--- config.mk ---
export PLATFORM = sky130hd
export DESIGN_NAME = instruction_loader
export DESIGN_NICKNAME = d
export VERILOG_FILES = /design/src/rtl/instruction_loader.sv
export SDC_FILE = /design/constraint.sdc
export NUM_CORES = 1
export LEC_CHECK = 0
export CAP_MARGIN = 20
export CORE_MARGIN = 2
export CORE_UTILIZATION = 49
export CTS_BUF_LIST = sky130_fd_sc_hd__clkbuf_8
export DETAILED_ROUTE_END_ITERATION = 16
export PLACE_DENSITY = 0.82
export SLEW_MARGIN = 20
export SYNTH_ARGS = -nofsm -noshare
export SYNTH_HDL_FRONTEND = slang
export SYNTH_SLANG_ARGS = --single-unit
--- constraint.sdc ---
create_clock -name clk -period 3.6 [get_ports clk]
set_clock_uncertainty 0.15 [all_clocks]
set_input_delay 0.54 -clock clk [delete_from_list [all_inputs] [get_ports clk]]
set_output_delay 0.54 -clock clk [all_outputs]
set_load 0.01 [all_outputs]
--- src/rtl/instruction_loader.sv ---
// rtl/instruction_loader.sv - streams a length-prefixed program into instruction memory, holds the CPU in reset until loaded
module instruction_loader #(
    parameter int          MAX_WORDS = 256,
    parameter logic [63:0] ADDR_BASE = 64'd0
) (
    input  logic        clk,
    input  logic        reset,
    input  logic        start,
    input  logic [7:0]  rx_data,
    input  logic        rx_valid,
    output logic        rx_ready,
    output logic        imem_we,
    output logic [63:0] imem_addr,
    output logic [31:0] imem_wdata,
    output logic        cpu_reset,
    output logic        busy,
    output logic        done,
    output logic        error
);

    localparam int          IW    = (MAX_WORDS > 1) ? $clog2(MAX_WORDS) : 1;
    localparam logic [31:0] MAX_W = MAX_WORDS;

    typedef enum logic [2:0] {
        IDLE, LEN_LO, LEN_HI, DATA, FLUSH, DONE, ERROR
    } state_t;

    state_t          state;
    state_t          state_next;
    logic [15:0]     count;
    logic [1:0]      byte_cnt;
    logic [IW-1:0]   word_index;
    logic [23:0]     partial;
    logic            transfer;
    logic            len_ok;
    logic            last_word;
    logic            restart;

    assign transfer  = rx_valid & rx_ready;
    assign len_ok    = ({rx_data, count[7:0]} != 16'd0) &&
                       ({16'd0, rx_data, count[7:0]} <= MAX_W);
    assign last_word = (32'(word_index) == (32'(count) - 32'd1));
    assign restart   = start && (state == IDLE || state == DONE || state == ERROR);

    always_ff @(posedge clk) begin
        if (reset) begin
            state <= IDLE;
        end else begin
            state <= state_next;
        end
    end

    always_comb begin
        state_next = state;
        case (state)
            IDLE:    if (start) state_next = LEN_LO;
            LEN_LO:  if (transfer) state_next = LEN_HI;
            LEN_HI:  if (transfer) state_next = len_ok ? DATA : ERROR;
            DATA:    if (transfer && byte_cnt == 2'd3 && last_word) state_next = FLUSH;
            FLUSH:   state_next = DONE;
            DONE:    if (start) state_next = LEN_LO;
            ERROR:   if (start) state_next = LEN_LO;
            default: state_next = IDLE;
        endcase
    end

    always_comb begin
        rx_ready  = 1'b0;
        busy      = 1'b0;
        cpu_reset = 1'b1;
        done      = 1'b0;
        error     = 1'b0;
        case (state)
            LEN_LO, LEN_HI, DATA: begin
                rx_ready = 1'b1;
                busy     = 1'b1;
            end
            FLUSH: busy = 1'b1;
            DONE: begin
                cpu_reset = 1'b0;
                done      = 1'b1;
            end
            ERROR:   error = 1'b1;
            default: ;
        endcase
    end

    // Write port is registered: the strobe lands the cycle after a word's last byte.
    always_ff @(posedge clk) begin
        if (reset) begin
            count      <= 16'd0;
            byte_cnt   <= 2'd0;
            word_index <= '0;
            partial    <= 24'd0;
            imem_we    <= 1'b0;
            imem_addr  <= 64'd0;
            imem_wdata <= 32'd0;
        end else begin
            imem_we <= 1'b0;
            if (restart) begin
                byte_cnt   <= 2'd0;
                word_index <= '0;
                partial    <= 24'd0;
            end
            if (transfer) begin
                case (state)
                    LEN_LO: count[7:0]  <= rx_data;
                    LEN_HI: count[15:8] <= rx_data;
                    DATA: begin
                        byte_cnt <= byte_cnt + 2'd1;
                        case (byte_cnt)
                            2'd0: partial[7:0]   <= rx_data;
                            2'd1: partial[15:8]  <= rx_data;
                            2'd2: partial[23:16] <= rx_data;
                            default: begin
                                imem_we    <= 1'b1;
                                imem_wdata <= {rx_data, partial};
                                imem_addr  <= ADDR_BASE + (64'(word_index) << 2);
                                // Holding the index on the final word keeps it in range.
                                if (!last_word) word_index <= word_index + 1'b1;
                            end
                        endcase
                    end
                    default: ;
                endcase
            end
        end
    end

endmodule
# After elaboration in Yosys (flattened, before gate mapping)
# Cells that the tools add are included.
[totals] wordCells=75 register_bits=94 inputBits=12 output_inout_bits=102
[op_classes] n_mux=26 n_bitwise=4 n_eq_ne=14 n_addsub=3 n_reduce_logical=18 n_lt_le_gt_ge=1
[op_table] op="two-way mux 24 bit" n=3
[op_table] op="two-way mux 8 bit" n=8
[op_table] op="equality test 8 x 32 -> 1 bit" n=1
[op_table] op="subtractor 16 x 1 -> 17 bit (second input constant)" n=1
[op_table] op="less-or-equal comparator 16 x 9 -> 1 bit (second input constant)" n=1
[op_table] op="nonzero test 16 bit" n=1
[op_table] op="two-way mux 3 bit" n=5
[op_table] op="case mux 3 bit (5 select lines)" n=1
[op_table] op="OR reduction 3 bit" n=4
[op_table] op="equality test 3 bit (second input constant)" n=3
[op_table] op="adder 8 x 1 -> 8 bit (second input constant)" n=1
[op_table] op="equality test 3 x 2 -> 1 bit (second input constant)" n=2
[op_table] op="two-way mux 1 bit" n=6
[op_table] op="two-way mux 2 bit" n=3
[op_table] op="!= test 2 bit (second input constant)" n=3
[op_table] op="equality test 2 bit (second input constant)" n=2
[op_table] op="logical AND 1 bit" n=4
[op_table] op="AND reduction 2 bit" n=2
[op_table] op="AND reduction 4 bit" n=1
[op_table] op="OR reduction 4 bit" n=1
[op_table] op="equality test 3 x 1 -> 1 bit (second input constant)" n=1
[op_table] op="logical NOT 3 bit" n=1
[op_table] op="inverter 1 bit" n=3
[op_table] op="AND reduction 3 bit" n=1
[op_table] op="6 further kinds" n=7

# Depth between registers and ports, before layout
# Gate-level depths: netlist (run 1).
[logic_depth] depth_word=9 depth_mapped=11 depth_no_buf=9

# Worst setup path before layout (run 1)
# No wires, ideal clock.
[synth_timing] kind="reg-to-reg" start="register count[0]" end="register word_index[3]" path_stages_with_launch=11 path_buffers=1 period_less_slack_ns=2.614 slack_ns=0.986 setup_ns=0.070 arrival_ns=2.394 required_time_ns=3.380 cell_sequence="dfxtp_1 buf_4 inv_1 ha_1 or4b_4 a21boi_1 a221oi_1 nor3_4 nor3_4 or4_1 a21oi_1"
[synth_between] elab_chain_cells=6
[synth_lines] item="from (decl)" line_no="30" rtl="logic [15:0] count;"
[synth_lines] item="from (signal assigned)" line_no="107" rtl="LEN_LO: count[7:0] <= rx_data;"
[synth_lines] item="subtractor 16 x 1 -> 17 bit" line_no="42" rtl="assign last_word = (32'(word_index) == (32'(count) - 32'd1));"
[synth_lines] item="equality test 8 x 32 -> 1 bit" line_no="42"
[synth_lines] item="two-way mux 8 bit" line_no="120" rtl="if (!last_word) word_index <= word_index + 1'b1;"
[synth_lines] item="two-way mux 8 bit" line_no="111" rtl="case (byte_cnt)"
[synth_lines] item="two-way mux 8 bit" line_no="106" rtl="case (state)"
[synth_lines] item="two-way mux 8 bit" line_no="105" rtl="if (transfer) begin"
[synth_lines] item="to (signal assigned)" line_no="120"
[synth_lines] item="to (decl)" line_no="32" rtl="logic [IW-1:0] word_index;"
# No other way between the ends.
# A chain may end at the register's enable or synchronous reset.

# Final worst setup path (run 1)
[layout_timing] start="register count[0]" end="register word_index[7]"
# Same word-level chain as after synthesis.

==> results of run 1 <==
## cells by family after synthesis
logic type / Yosys count / synth area share, %
simple gates: 256 / 26.7
compound gates: 125 / 15.2
buf+inv: 101 / 13.4
flops: 94 / 39.8
xor+xnor: 13 / 2.41
fa+ha+maj: 8 / 2.12
other cells: 1 / 0.0793
mux: 1 / 0.238
## worst max-delay path: cells and delay by family, from the launching register on
kind            cells  cell delay [ps]
fa+ha+maj           1              300
compound gates      2              740
mux                 1              320
flops               1              460
buf+inv             1              110
simple gates        4              920
## power by group
group	leakage, nW	internal, mW	switching, mW	total, mW
Clock	0.0989	0.268	0.403	0.671
Sequential	0.758	1.06	0.0482	1.11
Combinational	1.06	0.155	0.252	0.408
Total	1.92	1.48	0.704	2.19
## area by class of cell
cell class                 count  share of cell area, %
multi-input combinational    459                   45.6
sequential                    94                   35.4
timing repair buffer          66                   11.9
tap                          129                   3.04
clock buffer                   9                   2.33
clock inverter                 7                   1.27
inverter                       6                  0.424
## cells in the final DEF (no fill, tap or decap), types with 2 or more instances in the layout
cell type and instances:
xnor2_1 8, nand2b_1 2, ha_1 8, or2_2 2, o211a_1 2, inv_6 2, nor3_1 6, buf_4 9
o31ai_1 3, nor4_1 2, a21oi_1 94, clkinv_4 2, conb_1 56, clkbuf_8 9, or4_1 3, o311ai_1 2
nand4_1 4, nor3_4 3, o211ai_1 4, clkdlybuf4s50_1 56, or3_1 6, inv_1 6, dfxtp_1 94, nand3_1 31
and3b_1 3, nor2b_1 7, a31oi_1 5, and2_1 8, xor2_1 5, nor2_1 15, nand2_1 149
## registers in the layout, indices dropped and copies added (netlist names)
register and cells:
byte_cnt 2, count 16, imem_addr 8, imem_wdata 32
imem_we 1, partial 24, state 3, word_index 8
## per-layer routing
| metal | track usage (%) | wire length, um | vias to the layer above |
|---|---|---|---|
| li1 | - | - | 1979 |
| met1 | 26.4 | 4610 | 1877 |
| met2 | 34.6 | 5150 | 140 |
| met3 | 3.97 | 648 | 12 |
| met4 | 8.21 | 169 | 0 |
| met5 | 0 | 0 | - |
## worst max-delay path by stage
stage / startpoint / end / depth (start not counted)
3_5_place_dp: count[0] / word_index[7] / 9
2_1_floorplan: count[0] / word_index[3] / 10
3_3_place_gp: count[0] / word_index[7] / 9
6_report: count[0] / word_index[7] / 9
5_1_grt: count[0] / word_index[7] / 9
4_1_cts: count[0] / word_index[7] / 9
==> impl_metrics.json, run 1 <==
{
  "post-place-cells": 754,
  "yosysSeqAreaShare_pct": 39.8,
  "r2r-end": "word_index[7]",
  "clock-sinks": 94,
  "max_stage_delay_ps": 520,
  "hold_viol": 0,
  "grt_first_pass_wirelength_um": 17300,
  "fin_crit_ps": 3110,
  "setup_ws_ps": 491,
  "max-slew-margin-rel_pct": 29.8,
  "worstMarginPinSlew_ps": 1050,
  "area_growth_pct": 12.4,
  "ys_warn_count": 0,
  "final_cells": 770,
  "synth_ff_type": "dfxtp_1",
  "cp_slowest_cell": "nor3_4",
  "cp_max_fo": 15,
  "num_antenna_cells": 0,
  "drt-total-wl_um": 10600,
  "wl_per_cell_um": 13.7,
  "outcome": "finished, final reports clean",
  "post-place-ws_ps": 503,
  "rsz0062_at_grt": "false",
  "vias_per_cell": 5.21,
  "hold_depth": 2,
  "reg2reg_depth": 9,
  "tns_ps": 0,
  "cts_root_buf": "clkbuf_8",
  "io_pins": 114,
  "core_um2": 9280,
  "drive_gt1_share_pct": 7.02,
  "ys_ff_latch": 94,
  "p_per_area_nw_per_um2": 412,
  "synth_area_um2": 4730,
  "seq_area_um2": 1880,
  "hold_end": "imem_wdata[19]",
  "hp-start": "partial[19]",
  "critical_path_class": "reg2reg",
  "nets": 656,
  "hold_buffers": 0,
  "clock_latency_ps": 360,
  "crit_path_end_kind": "register",
  "dp.final_hpwl_um": 7440,
  "io_buffers": 57,
  "finish.utilization_pct": 57.2,
  "gp_congestion": 0.896,
  "firstDrtPassIters": 7,
  "synth_top_area_share_pct": 39.8,
  "antenna_found_initial": 0,
  "dieArea_um2": 10500,
  "vias": 4008,
  "yosys-top-cells-area": "dfxtp_1 40%, nand2_1 12%, a21oi_1 9.9%",
  "regToRegStartpoint": "count[0]",
  "cts_tree": "yes",
  "clk_pin_slew_ps": 110,
  "max_freq_mhz": 322,
  "cts_buffers": 9,
  "ant_nets": 0,
  "fin_worst_hold_slack_ps": 307,
  "yosys-top-cells-count": "149 x nand2_1, 94 x a21oi_1, 94 x dfxtp_1",
  "synthCells": 599,
  "htreeDepth": 3,
  "critPathLaunchType": "register",
  "ir_drop_mv": 0.226,
  "slew_violations": 0,
  "start_util_pct": 50.9,
  "placed_area_um2": 5120,
  "ff2ff_setup_slack_ps": 490,
  "die_h_um": 102,
  "synth.distinct_cells": 62,
  "synth.avg_cell_area_um2": 7.89,
  "multi_input_area_um2": 2420,
  "cts_resized": 0,
  "total_power_mw": 2.19,
  "nFillCells": 872,
  "synth_edf_count": 0,
  "placement_rows": 35,
  "grt_usage_pct": 20.7,
  "finalSetupViolCount": 0,
  "die_w_um": 102,
  "crit_top_cell": "nor3_4",
  "drt_iter0_drc": 276,
  "gr-total-overflow": 0,
  "synth-async-reset-ratio_pct": 0,
  "p_leak_nw": 1.92,
  "crit_path_cell_trace": "inv_1, ha_1, nor4b_4, a211o_2, a221oi_1, nor3_4, nor3_4, nor3_1, mux2_1",
  "drc": 0,
  "clockBufferDepth": 2,
  "post-route-period-util_pct": 86.4,
  "min-delay-path-class": "reg2reg",
  "synth_most_common_cell": "nand2_1",
  "fin_area_um2": 5310,
  "required_ps": 3710,
  "synth_top_area_cell": "dfxtp_1",
  "grt_max_degree": 60,
  "cap_violations": 0,
  "first_global_vias": 3696,
  "cts_setup_buffers": 0,
  "arrival_ps": 3220
}
(Power assumes the default switching activity.)
==> inputs of run 2 (changes only) <==
- CTS_CLUSTER_SIZE: unset -> 20
- PLACE_DENSITY: 0.82 -> 0.91
==> run 2 against run 1 <==
Net effect:
- clock power is 9.8% higher
- power grew 3.0%
- maximum frequency is 3.3% lower
- via count up 1.2%
- count of clock-buffer cells in the layout unchanged
- critical path depth stayed put
- critical path type unchanged
- largest cell class unchanged
- highest routed layer unchanged
==> impl_metrics.json, run 2 (synthesis gave the netlist of run 1 again) <==
{
  "outcome": "finished, final reports clean",
  "vias": 4056,
  "max-slew-margin-rel_pct": 37.1,
  "cts_resized": 0,
  "antenna_found_initial": 0,
  "cts_setup_buffers": 0,
  "top_regs": "imem_wdata: 32 flops, partial: 24 flops, count: 16 flops",
  "hold_end": "imem_wdata[11]",
  "post-place-ws_ps": 460,
  "drc": 0,
  "seqPwrFrac_pct": 49.3,
  "min-delay-path-class": "reg2reg",
  "grt_first_pass_wirelength_um": 17300,
  "gr-total-overflow": 0,
  "met1_length_um": 4680,
  "die_w_um": 102,
  "cts_buffers": 9,
  "share_comb_of_total_power_pct": 18.0,
  "area_growth_pct": 12.4,
  "io_buffers": 57,
  "cp-startpoint": "count[0]",
  "wl_per_cell_um": 14.0,
  "cap_violations": 0,
  "reg2reg_depth": 9,
  "ant_nets": 0,
  "clock-sinks": 94,
  "firstDrtPassIters": 5,
  "cts_root_buf": "clkbuf_8",
  "htreeDepth": 3,
  "critPathLaunchType": "register",
  "ir_drop_mv": 0.337,
  "p_sw_share_pct": 31.1,
  "highest_layer": "met4",
  "num_antenna_cells": 0,
  "regMostFlops": "imem_wdata",
  "wl_met3_um": 731,
  "vias_per_cell": 5.28,
  "p_leak_nw": 1.91,
  "worstMarginPinSlew_ps": 943,
  "p_sw_mw": 0.702,
  "drt-total-wl_um": 10800,
  "arrival_ps": 3320,
  "regToRegStartpoint": "count[0]",
  "largest_register_ffs": 32,
  "final_common_cell": "nand2_1",
  "hp-start": "partial[11]",
  "internal_power_mw": 1.55,
  "slew_violations": 0,
  "hold_viol": 0,
  "clockBufferDepth": 2,
  "required_ps": 3710,
  "core_um2": 9280,
  "final_cell_mix": "149 x nand2_1, 94 x a21oi_1, 94 x dfxtp_1",
  "dieArea_um2": 10500,
  "cp_max_fo": 15,
  "clk_pin_slew_ps": 100,
  "post-route-period-util_pct": 89.3,
  "grt_max_degree": 55,
  "crit_path_end_kind": "register",
  "critical_path_class": "reg2reg",
  "ff2ff_setup_slack_ps": 390,
  "max_freq_mhz": 311,
  "fin_crit_ps": 3210,
  "start_util_pct": 50.9,
  "drive_gt1_share_pct": 6.73,
  "die_h_um": 102,
  "setup_ws_ps": 385,
  "clock_latency_ps": 370,
  "finalSetupViolCount": 0,
  "grt_usage_pct": 21.0,
  "placement_rows": 35,
  "r2r-end": "word_index[7]",
  "nFillCells": 845,
  "drt_iter0_drc": 248,
  "p_per_area_nw_per_um2": 424,
  "dp.final_hpwl_um": 7600,
  "cts_tree": "yes",
  "nets": 654,
  "first_global_vias": 3674,
  "io_pins": 114,
  "tns_ps": 0,
  "hold_depth": 2,
  "power_frac_clock_pct": 32.7,
  "routed-wl-met2_um": 5170,
  "gp_congestion": 0.915,
  "rsz0062_at_grt": "false",
  "hold_buffers": 0
}
## run 2: stage by stage
| stage | hold WS [ps] | utilization, % | total power, mW | cells | instance area (um^2) |
|---|---|---|---|---|---|
| 6_report | 308 | 57.3 | 2.25 | 768 | 5320 |
| 5_1_grt | 318 | 57.3 | 2.35 | 768 | 5320 |
| 4_1_cts | 310 | 57.3 | 2.26 | 768 | 5320 |
| 3_5_place_dp | 297 | 55.0 | 1.53 | 752 | 5110 |
| 3_3_place_gp | 293 | 55.0 | 1.52 | 752 | 5110 |
| 2_1_floorplan | 282 | - | 1.48 | 654 | 4930 |
## run 2: metal layers
| layer | vias to the layer above | track usage (%) |
|---|---|---|
| li1 | 1990 | - |
| met1 | 1876 | 27.0 |
| met2 | 170 | 33.9 |
| met3 | 20 | 5.40 |
| met4 | 0 | 8.10 |
| met5 | - | 0 |
## run 2: critical path, stage by stage (launching register included)
cell      delay (ps)
dfxtp_1          470
inv_1            110
ha_1             320
nor4b_4          190
a211o_2          330
a221oi_1         440
nor3_4           100
nor3_4           530
nor3_1           130
mux2_1           330
## run 2: worst max path at each step
stage                     slack, ps            end
after floorplan                 990  word_index[3]
after global routing            170  word_index[7]
final                           390  word_index[7]
after CTS                       430  word_index[7]
after detailed placement        460  word_index[7]
after global placement          620  word_index[7]
## run 2: final cells by class
class | count | area [um^2] | area share (%)
inverter | 6 | 22.5 | 0.424
sequential | 94 | 1880 | 35.4
tap | 129 | 161 | 3.04
multi-input combinational | 459 | 2420 | 45.6
clock inverter | 7 | 86.3 | 1.62
clock buffer | 9 | 124 | 2.33
timing repair buffer | 64 | 618 | 11.6
## run 2: power groups by stage
stage	Combinational (mW)	Sequential, mW	Clock, mW
2_1_floorplan	0.377	1.10	0
3_3_place_gp	0.387	1.13	0
6_report	0.405	1.11	0.737
3_5_place_dp	0.397	1.13	0
4_1_cts	0.400	1.11	0.748
5_1_grt	0.445	1.12	0.788
